### config.mk
export PLATFORM = sky130hd
export DESIGN_NAME = cache_line_mover
export DESIGN_NICKNAME = d
export VERILOG_FILES = /design/src/rtl/cache_line_mover.sv
export SDC_FILE = /design/constraint.sdc
export NUM_CORES = 1
export LEC_CHECK = 0
export CORE_AREA = 2 2 157 159
export DETAILED_ROUTE_END_ITERATION = 8
export DIE_AREA = 0 0 159 161
export PLACE_DENSITY_LB_ADDON = 0.05
export SYNTH_ARGS = -nofsm -noshare
export SYNTH_HDL_FRONTEND = slang
export SYNTH_SLANG_ARGS = --single-unit
export TNS_END_PERCENT = 100
### constraint.sdc
create_clock -name clk -period 2.1 [get_ports clk]
set_input_delay 0.42 -clock clk [delete_from_list [all_inputs] [get_ports clk]]
set_output_delay 0.42 -clock clk [all_outputs]
set_load 0.02 [all_outputs]
### src/rtl/cache_line_mover.sv
// Moves whole cache lines between the data_array line port and the memory word bus.
// Optional CACHE_LINE_MOVER_CWF_EN starts each transfer at req_word and wraps.
module cache_line_mover #(
    parameter int LINE_SIZE     = 16,
    parameter int NUM_SETS      = 4,
    parameter int ASSOCIATIVITY = 2,
    parameter int DATA_WIDTH    = 32,
    parameter int ADDR_WIDTH    = 32,
    localparam int IDX_W  = $clog2(NUM_SETS),
    localparam int WAY_W  = $clog2(ASSOCIATIVITY),
    localparam int LINE_W = LINE_SIZE * 8,
    localparam int WORDS  = LINE_W / DATA_WIDTH,
    localparam int PTR_W  = $clog2(WORDS)
) (
    input  logic                  clk,
    input  logic                  rst_n,
    input  logic                  req_valid,
    output logic                  req_ready,
    input  logic                  req_evict,
    input  logic [IDX_W-1:0]      req_index,
    input  logic [WAY_W-1:0]      req_way,
    input  logic [ADDR_WIDTH-1:0] req_addr,
    input  logic [PTR_W-1:0]      req_word,
    output logic                  busy,
    output logic                  done,
    output logic [IDX_W-1:0]      arr_index,
    output logic [WAY_W-1:0]      arr_way,
    output logic                  arr_line_read_en,
    input  logic [LINE_W-1:0]     arr_line_read_data,
    output logic                  arr_line_write_en,
    output logic [LINE_W-1:0]     arr_line_write_data,
    output logic                  mem_valid,
    input  logic                  mem_ready,
    output logic                  mem_we,
    output logic [ADDR_WIDTH-1:0] mem_addr,
    output logic [DATA_WIDTH-1:0] mem_wdata,
    input  logic                  mem_rvalid,
    input  logic [DATA_WIDTH-1:0] mem_rdata
);
    // state    | meaning
    // IDLE     | waiting for a request, req_ready high
    // EV_RD    | one-cycle line read strobe to the array
    // EV_WAIT  | two-cycle array read latency, capture on exit
    // EV_SEND  | stream buffered line to memory as write beats
    // FL_REQ   | issue one memory read beat
    // FL_WAIT  | wait for the read word, store it in its slot
    // FL_WRITE | one-cycle line write to the array
    // DONE     | one-cycle completion pulse
    typedef enum logic [2:0] {
        IDLE, EV_RD, EV_WAIT, EV_SEND, FL_REQ, FL_WAIT, FL_WRITE, DONE
    } state_t;

    localparam int OFF_W   = $clog2(LINE_SIZE);
    localparam int BYTE_SH = $clog2(DATA_WIDTH / 8);

    state_t                  state, state_nxt;
    logic [ADDR_WIDTH-1:0]   base_addr;
    logic [PTR_W-1:0]        word_ptr, ptr_inc, start_word;
    logic [PTR_W-1:0]        beats_left;
    logic                    wait_cnt;
    logic [LINE_W-1:0]       line_buf;

`ifdef CACHE_LINE_MOVER_CWF_EN
    assign start_word = req_word;
`else
    logic unused_req_word;
    assign start_word      = '0;
    assign unused_req_word = ^req_word;
`endif

    logic unused_addr_lsb;
    assign unused_addr_lsb = ^req_addr[OFF_W-1:0];

    assign ptr_inc = (word_ptr == PTR_W'(WORDS - 1)) ? '0 : word_ptr + 1'b1;

    always_ff @(posedge clk or negedge rst_n) begin
        if (!rst_n) begin
            state      <= IDLE;
            arr_index  <= '0;
            arr_way    <= '0;
            base_addr  <= '0;
            word_ptr   <= '0;
            beats_left <= '0;
            wait_cnt   <= 1'b0;
            line_buf   <= '0;
        end else begin
            state <= state_nxt;
            case (state)
                IDLE: if (req_valid) begin
                    arr_index  <= req_index;
                    arr_way    <= req_way;
                    base_addr  <= {req_addr[ADDR_WIDTH-1:OFF_W], OFF_W'(0)};
                    word_ptr   <= start_word;
                    beats_left <= PTR_W'(WORDS - 1);
                end
                EV_RD: wait_cnt <= 1'b1;
                EV_WAIT: begin
                    if (wait_cnt != 1'b0) wait_cnt <= wait_cnt - 1'b1;
                    else                  line_buf <= arr_line_read_data;
                end
                EV_SEND: if (mem_ready) begin
                    word_ptr   <= ptr_inc;
                    beats_left <= beats_left - 1'b1;
                end
                FL_WAIT: if (mem_rvalid) begin
                    for (int k = 0; k < WORDS; k++)
                        if (word_ptr == PTR_W'(k))
                            line_buf[k*DATA_WIDTH +: DATA_WIDTH] <= mem_rdata;
                    word_ptr   <= ptr_inc;
                    beats_left <= beats_left - 1'b1;
                end
                default: ;
            endcase
        end
    end

    always_comb begin
        state_nxt         = state;
        req_ready         = 1'b0;
        busy              = 1'b1;
        done              = 1'b0;
        arr_line_read_en  = 1'b0;
        arr_line_write_en = 1'b0;
        mem_valid         = 1'b0;
        mem_we            = 1'b0;
        case (state)
            IDLE: begin
                req_ready = 1'b1;
                busy      = 1'b0;
                if (req_valid) state_nxt = req_evict ? EV_RD : FL_REQ;
            end
            EV_RD: begin
                arr_line_read_en = 1'b1;
                state_nxt        = EV_WAIT;
            end
            EV_WAIT: if (wait_cnt == 1'b0) state_nxt = EV_SEND;
            EV_SEND: begin
                mem_valid = 1'b1;
                mem_we    = 1'b1;
                if (mem_ready && beats_left == '0) state_nxt = DONE;
            end
            FL_REQ: begin
                mem_valid = 1'b1;
                if (mem_ready) state_nxt = FL_WAIT;
            end
            // completion is decided by remaining beats, not by where the wrapping pointer sits
            FL_WAIT: if (mem_rvalid) state_nxt = (beats_left == '0) ? FL_WRITE : FL_REQ;
            FL_WRITE: begin
                arr_line_write_en = 1'b1;
                state_nxt         = DONE;
            end
            DONE: begin
                done      = 1'b1;
                state_nxt = IDLE;
            end
            default: state_nxt = IDLE;
        endcase
    end

    always_comb begin
        mem_wdata = '0;
        for (int k = 0; k < WORDS; k++)
            if (word_ptr == PTR_W'(k)) mem_wdata = line_buf[k*DATA_WIDTH +: DATA_WIDTH];
    end

    assign mem_addr            = base_addr + (ADDR_WIDTH'(word_ptr) << BYTE_SH);
    assign arr_line_write_data = line_buf;

endmodule

## Yosys cells after proc, flatten, opt, wreduce, memory -nomap -nowiden

Index checks and enable logic that the tools add are counted.

- Bits in registers: 167
- Word-level logic and storage cells: 87
- Output and inout port bits: 202

- Eq/ne operators: 20
- Add/subtract/negate cells: 4
- Reductions and logical operators: 15
- Multiplexer cells: 37

Operators with widths:

| cell | number |
|---|---|
| $mux W128 | 2 |
| $mux W32 | 8 |
| $pmux W128 S2 | 1 |
| $add A32 B4 Y32 | 1 |
| $pmux W3 S8 | 1 |
| $ne A2 B2 Y1 const B | 10 |
| $reduce_and A4 Y1 | 5 |
| $mux W3 | 6 |
| $mux W2 | 8 |
| $eq A3 B3 Y1 const B | 4 |
| $pmux W2 S3 | 2 |
| $mux W1 | 8 |
| $eq A3 B2 Y1 const B | 2 |
| $reduce_and A5 Y1 | 1 |
| $eq A2 B2 Y1 const B | 2 |
| $logic_not A2 Y1 | 2 |
| $reduce_bool A2 Y1 | 2 |
| $eq A3 B1 Y1 const B | 1 |
| $logic_not A3 Y1 | 1 |
| $reduce_bool A3 Y1 | 1 |
| $add A2 B1 Y2 const B | 1 |
| $eq A2 B1 Y1 const B | 1 |
| $pmux W1 S2 | 1 |
| $reduce_and A2 Y1 | 1 |
| 4 further kinds | 4 |

## Logic depth before layout (Yosys ltp)

Gate-level depths: netlist of the first run.

- Word-level depth: 5
- Gate-level depth with buffers: 7
- Gate-level depth less buffers: 5

## Worst setup path after synthesis of the first run

OpenSTA, ideal clock, no wires.

- Kind: register to output
- Start: register word_ptr[1]
- End: output mem_wdata[10]
- Arrival time: 1810 ps
- Setup slack: -130 ps
- Stages on the path, launching flop included: 8
- Path buffers: 2
- Required time: 1680 ps
- Cells stage by stage: dfrtp_1 inv_1 ha_1 clkbuf_1 nor2b_1 clkbuf_1 a221o_1 a22o_1

- Cells in the longest elaborated chain, start to end: 5
- Elaborated cells on any way between the ends: 8
- Those cells by class: 3 x eq/ne; 4 x mux; 1 x reduce/logical

RTL lines:

| item | RTL line | source |
|---|---|---|
| from (decl) | 58 | `logic [PTR_W-1:0] word_ptr, ptr_inc, start_word;` |
| from (signal assigned) | 93 | `word_ptr <= start_word;` |
| from (signal assigned) | 102 | `word_ptr <= ptr_inc;` |
| from (signal assigned) | 109 | `word_ptr <= ptr_inc;` |
| $logic_not A2 Y1 | 163 | `if (word_ptr == PTR_W'(k)) mem_wdata = line_buf[k*DATA_WIDTH +: DATA_WIDTH];` |
| $mux W32 (3 in series) | 163 |  |
| $mux W32 (*) | 163 |  |
| to (decl) | 36 | `output logic [DATA_WIDTH-1:0] mem_wdata,` |

Mark *: on every way between the ends. The rest lies on a longest branch, timed or not.

## Final worst setup path of the first run

- Start: register word_ptr[0]
- End: output mem_wdata[13]

The elaborated chain is that of the path after synthesis.

==> results of run 1 <==
[power by group]
group | internal (mW) | switching (mW) | leakage [nW]
registers | 4.85 | 1.25 | 1.90
logic | 6.76 | 7.42 | 4.01
clock network | 1.81 | 1.42 | 0.274
total | 13.4 | 10.1 | 6.19
[logic make-up (layout without fill, tap and decap cells)]
| kind of cell | after synthesis | in the layout | synth area share [%] |
|---|---|---|---|
| AOI/OAI and AO/OA | 238 | 238 | 17.0 |
| buffers and inverters | 206 | 610 | 10.1 |
| DFF | 167 | 167 | 47.4 |
| muxes | 165 | 165 | 19.2 |
| and+or+nand+nor | 57 | 57 | 5.45 |
| adders and majority gates | 5 | 5 | 0.710 |
| other | 1 | 3 | 0.0425 |
| xor gates and xnor gates | 1 | 1 | 0.0994 |
[flip-flops by register name, indices dropped and copies added (netlist names)]
signal               cells
state                    3
base_addr               28
arr_way                  1
arr_index                2
arr_line_write_data    128
beats_left               2
word_ptr                 2
wait_cnt                 1
[worst max-delay path: stages, from the launching register on]
cell and delay, ns:
dfrtp_2 0.42, buf_4 0.15, ha_4 0.18, buf_6 0.17
a221o_1 0.34, a22o_1 0.19, buf_2 0.16
[synthesized netlist by cell type, types with 3 or more instances]
library cell    n  area, µm²
dfrtp_1       167       4180
a21oi_1       162        811
inv_1         135        507
mux2i_1       130       1300
clkbuf_1       42        158
a221o_1        32        320
a22o_1         32        280
and4b_1        32        320
mux2_2         31        349
buf_2          15       75.1
buf_6          12        135
ha_1            5       62.6
a31o_2          4       35.0
mux2_1          4       45.0
nand3_1         4       20.0
o21ai_0         4       20.0
nand2_1         3       11.3
nand3b_1        3       22.5
nor2_1          3       11.3
nor2b_1         3       18.8
[worst max-delay path by stage]
stage	endpoint	from	cells past startpoint	slack, ns
6_report	mem_wdata[13]	word_ptr[0]	6	-0.34
2_1_floorplan	mem_wdata[30]	word_ptr[0]	7	0.04
4_1_cts	mem_wdata[18]	word_ptr[0]	6	-0.36
5_1_grt	mem_wdata[13]	word_ptr[0]	7	-0.41
3_3_place_gp	mem_wdata[18]	word_ptr[1]	7	-0.33
3_5_place_dp	mem_wdata[0]	word_ptr[1]	7	-0.35
[final cells by class]
type | instances | area share [%]
timing repair buffer | 443 | 31.9
clock buffer | 20 | 3.20
clock inverter | 12 | 1.02
multi-input combinational | 468 | 27.3
sequential | 167 | 30.0
antenna | 1 | 0.0179
inverter | 135 | 3.63
tap | 324 | 2.91
[per-layer routing]
layer,GRT usage (%),wire (µm),vias up
li1,-,-,3735
met1,30.5,13300,3864
met2,43.1,15800,266
met3,7.01,2030,51
met4,8.88,950,2
met5,0,13,-
[what timing repair did]
action | CTS | global route
setup endpoints to repair | 39 | 35
pin swaps | 1 | 1
hold buffers | 1 | 0
buffers inserted | 6 | 0
resized for setup | 150 | 20
hold endpoints to repair | 27 | 0
==> results.json, run 1 <==
{
  "skew_ns": 0.0141,
  "clock_path_buffers": 2,
  "cts_tree": "built",
  "ys_types": 32,
  "stdcell_area_mm2": 0.0139,
  "yosysWarnings": 0,
  "postLayoutSetupSlackWorst_ns": -0.339,
  "fin_crit_sh_pct": 116,
  "power_mw": 23.5,
  "vias": 7918,
  "start_kind": "flip-flop",
  "place.gp.congestion": 0.843,
  "drtIter0Drc": 291,
  "worstRegToRegCells": 5,
  "status": "finished, violations left",
  "required_ns": 1.68,
  "drive_gt1_share_pct": 13.0,
  "synthCells": 840,
  "clk_pin_slew_ns": 0.07,
  "maxCapViolCount": 0,
  "rsz0062_at_grt": "yes",
  "r2r-end": "arr_line_write_data[33]",
  "cp.arrival_ns": 2.02,
  "nFillCells": 2157,
  "grt_pass1_vias": 8603,
  "synth_top_flop_cell": "dfrtp_1",
  "dp_cells": 1530,
  "drc": 0,
  "antenna_found_initial": 2,
  "grt_max_degree": 94,
  "failed_checks": "negative setup slack",
  "cts_sinks": 167,
  "multi_input_area_mm2": 0.00381,
  "max_freq_mhz": 410,
  "dp_slack_ns": -0.348,
  "placed_area_mm2": 0.0134,
  "synth-seq-cells": 167,
  "io_pins": 405,
  "seq_area_frac_synth_pct": 47.4,
  "syn2layout_area_growth_pct": 58.2,
  "regArea_mm2": 0.00419,
  "finalHoldViolations": 0,
  "firstDrtPassIters": 4,
  "final_cell_mix": "clkdlybuf4s50_1, dfrtp_1, a21oi_1",
  "wl_per_cell_um": 20.5,
  "slew_violations": 0,
  "peakVddDrop_mv": 0.904,
  "min_path_type": "input pin to asynchronous set/reset pin",
  "syn_area_per_cell_um2": 10.5,
  "grt_overflow_total": 0,
  "synthArstFlopShare_pct": 100,
  "routed_wl_um": 32100,
  "cts_root_buf": "clkbuf_16",
  "synth_edf_count": 0,
  "final_core_util_pct": 58.2,
  "final_nets": 1440,
  "avgViaCountPerCell": 5.04,
  "port_buffers": 396,
  "grt.total_usage_pct": 25.2,
  "start_util_pct": 36.8,
  "fin_hold_ws_ns": 0.452,
  "setup_viol_count_final": 32,
  "end_kind": "primary output",
  "die_w_um": 159,
  "crit_type": "flip-flop to primary output",
  "min_period_ns": 2.44,
  "dp_hpwl_um": 23500,
  "fp.dieArea_mm2": 0.0256,
  "synth_area_mm2": 0.00882,
  "die_y_um": 161,
  "path_max_fanout": 16,
  "ant_nets": 0,
  "cts_buffers": 17,
  "power.density_mw_per_mm2": 1690,
  "ff2ff_setup_slack_ns": 0.07,
  "leakagePower_nw": 6.19,
  "core_mm2": 0.0240,
  "setup_tns_ns": -9.70,
  "cts_max_level": 4,
  "clk_latency_ns": 0.43,
  "final_common_cell": "clkdlybuf4s50_1",
  "r2r_start": "state[0]",
  "layout.cells.non_filler": 1570,
  "grt_pass1_wl_um": 49900,
  "num_rows": 57
}
Note: power is estimated with default switching activity, not from simulation.
==> inputs of run 2 (changes only) <==
CTS_CLUSTER_SIZE = 12   (was not set)
==> results of run 2 <==
Same layout as run 1: the final DEF is identical, and so are final timing and power.
==> inputs of run 3 (changes only) <==
CORE_AREA = not set   (was 2 2 157 159)
CORE_UTILIZATION = 35   (was not set)
DIE_AREA = not set   (was 0 0 159 161)
MAX_ROUTING_LAYER = met4   (was not set)
clock period = 2.58 ns   (was 2.1 ns; I/O delays follow)
==> run 3 against run 2 <==
Compared with the run above:
- the run now ends clean
- clock power fell by 25%
- register-to-register slack gained 0.41 ns
- global-route usage is 0.98 points higher
- wire length increased by 3.7%
- sequential share of layout area decreased by 0.050 points
- via count increased by 1.6%
- worst setup slack improved by 0.36 ns
- clock skew fell by 0.0019 ns
- count of clock-buffer cells in the layout fell by 2
- non-clock buffer count shrank 3
- highest routed layer is now met4
==> results.json, run 3 (synthesis results as in run 1) <==
{
  "antenna_found_initial": 2,
  "power_mw": 19.3,
  "nFillCells": 2202,
  "rsz0062_at_grt": "yes",
  "cts_buffers": 17,
  "slew_violations": 0,
  "crit_start": "word_ptr[0]",
  "worstRegToRegCells": 5,
  "cpLargestDelayFamily": "buffers and inverters",
  "fin_hold_ws_ns": 0.0461,
  "tightest_slew_ns": 0.545,
  "final_cell_mix": "clkdlybuf4s50_1, dfrtp_1, a21oi_1",
  "end_kind": "primary output",
  "grt_max_degree": 67,
  "min_period_ns": 2.56,
  "peakVddDrop_mv": 0.621,
  "status": "finished clean",
  "path_max_fanout": 13,
  "clock_path_buffers": 2,
  "vias": 8041,
  "ant_nets": 0,
  "cts_root_buf": "clkbuf_16",
  "cp_cell_sequence": "buf_4 -> buf_4 -> ha_2 -> buf_4 -> a21oi_1 -> a22o_1 -> buf_2",
  "fp.dieArea_mm2": 0.0258,
  "drc": 0,
  "maxCapViolCount": 0,
  "routed_wl_um": 33300,
  "ff2ff_setup_slack_ns": 0.48,
  "cts_tree": "built",
  "fin_crit_sh_pct": 99.4,
  "cp.arrival_ns": 2.05,
  "clk_pin_slew_ns": 0.07,
  "cp_slowest_cell": "dfrtp_1",
  "place.gp.congestion": 0.828,
  "postLayoutSetupSlackWorst_ns": 0.0165,
  "setup_tns_ns": 0,
  "start_kind": "flip-flop",
  "r2r-end": "arr_line_write_data[79]",
  "power.density_mw_per_mm2": 1380,
  "dp_cells": 1522,
  "io_pins": 405,
  "core_mm2": 0.0245,
  "r2r_start": "state[2]",
  "ctsHoldBuffers": 0,
  "leakagePower_nw": 6.20,
  "min_path_type": "input pin to asynchronous set/reset pin",
  "drtIter0Drc": 458,
  "firstDrtPassIters": 5,
  "grt.total_usage_pct": 26.1,
  "final_core_util_pct": 56.9,
  "finalHoldViolations": 0,
  "worst-path-buf-inv": 4,
  "max_slew_margin_pct": 63.7,
  "clk_latency_ns": 0.43,
  "start_util_pct": 35.9,
  "cts_max_level": 4,
  "required_ns": 2.06,
  "grt_pass1_vias": 8240,
  "max_stage_delay_ns": 0.43,
  "dp_hpwl_um": 23000,
  "stdcell_area_mm2": 0.0140,
  "dp_slack_ns": -0.550,
  "num_rows": 57,
  "wl_per_cell_um": 21.2,
  "port_buffers": 396,
  "setup_viol_count_final": 0,
  "drive_gt1_share_pct": 12.7,
  "crit_top_cell": "buf_4",
  "layout.cells.non_filler": 1569,
  "skew_ns": 0.0122,
  "die_y_um": 161,
  "largest_reg_flops": 128,
  "grt_overflow_total": 0,
  "final_nets": 1438,
  "crit_type": "flip-flop to primary output",
  "avgViaCountPerCell": 5.12,
  "cts_sinks": 167,
  "syn2layout_area_growth_pct": 58.4,
  "final_common_cell": "clkdlybuf4s50_1",
  "placed_area_mm2": 0.0132,
  "grt_pass1_wl_um": 49100,
  "die_w_um": 161,
  "max_freq_mhz": 390
}
[run 3: final cells by class]
cell class | count | area (µm²) | area share (%)
well taps | 324 | 405 | 2.90
multi-input cells | 469 | 3830 | 27.4
inverters | 135 | 507 | 3.63
flip-flops and latches | 167 | 4180 | 30.0
repair buffers | 440 | 4490 | 32.2
clock buffers | 18 | 429 | 3.07
clock inverters | 14 | 116 | 0.833
diodes | 2 | 5.00 | 0.0358
[run 3: per-layer routing]
layer  vias to the layer above  global-route usage [%]  wire length, µm
met4                         0                    8.75              739
met2                       297                    42.6            16400
li1                       3753                       -                -
met1                      3944                    32.3            14100
met3                        47                    5.40             2090
met5                         -                       -                0
[run 3: worst reg2reg max path: stages (launching register included)]
cell	delay, ns
dfrtp_2	0.47
buf_4	0.25
nor4b_2	0.45
a31o_2	0.19
buf_4	0.39
mux2i_1	0.27
[run 3: timing repair]
action,in CTS,in global routing
gates cloned,2,2
endpoints found under the hold margin,0,0
buffers inserted,7,3
pin swaps,1,3
resized for setup,144,29
setup endpoints to repair,32,32
[run 3: report_power, final]
group	total, mW	internal (mW)	switching (mW)	leakage, nW
Clock	2.42	1.26	1.16	0.262
Sequential	5.01	3.95	1.07	1.91
Combinational	11.9	5.74	6.12	4.03
[run 3: how the worst max path moves through the flow]
stage / endpoint / cells after the start
after floorplan: mem_wdata[10] / 7
after global placement: mem_wdata[0] / 6
after detailed placement: mem_wdata[0] / 6
after CTS: mem_wdata[13] / 8
after global routing: mem_wdata[13] / 7
final: mem_wdata[4] / 7
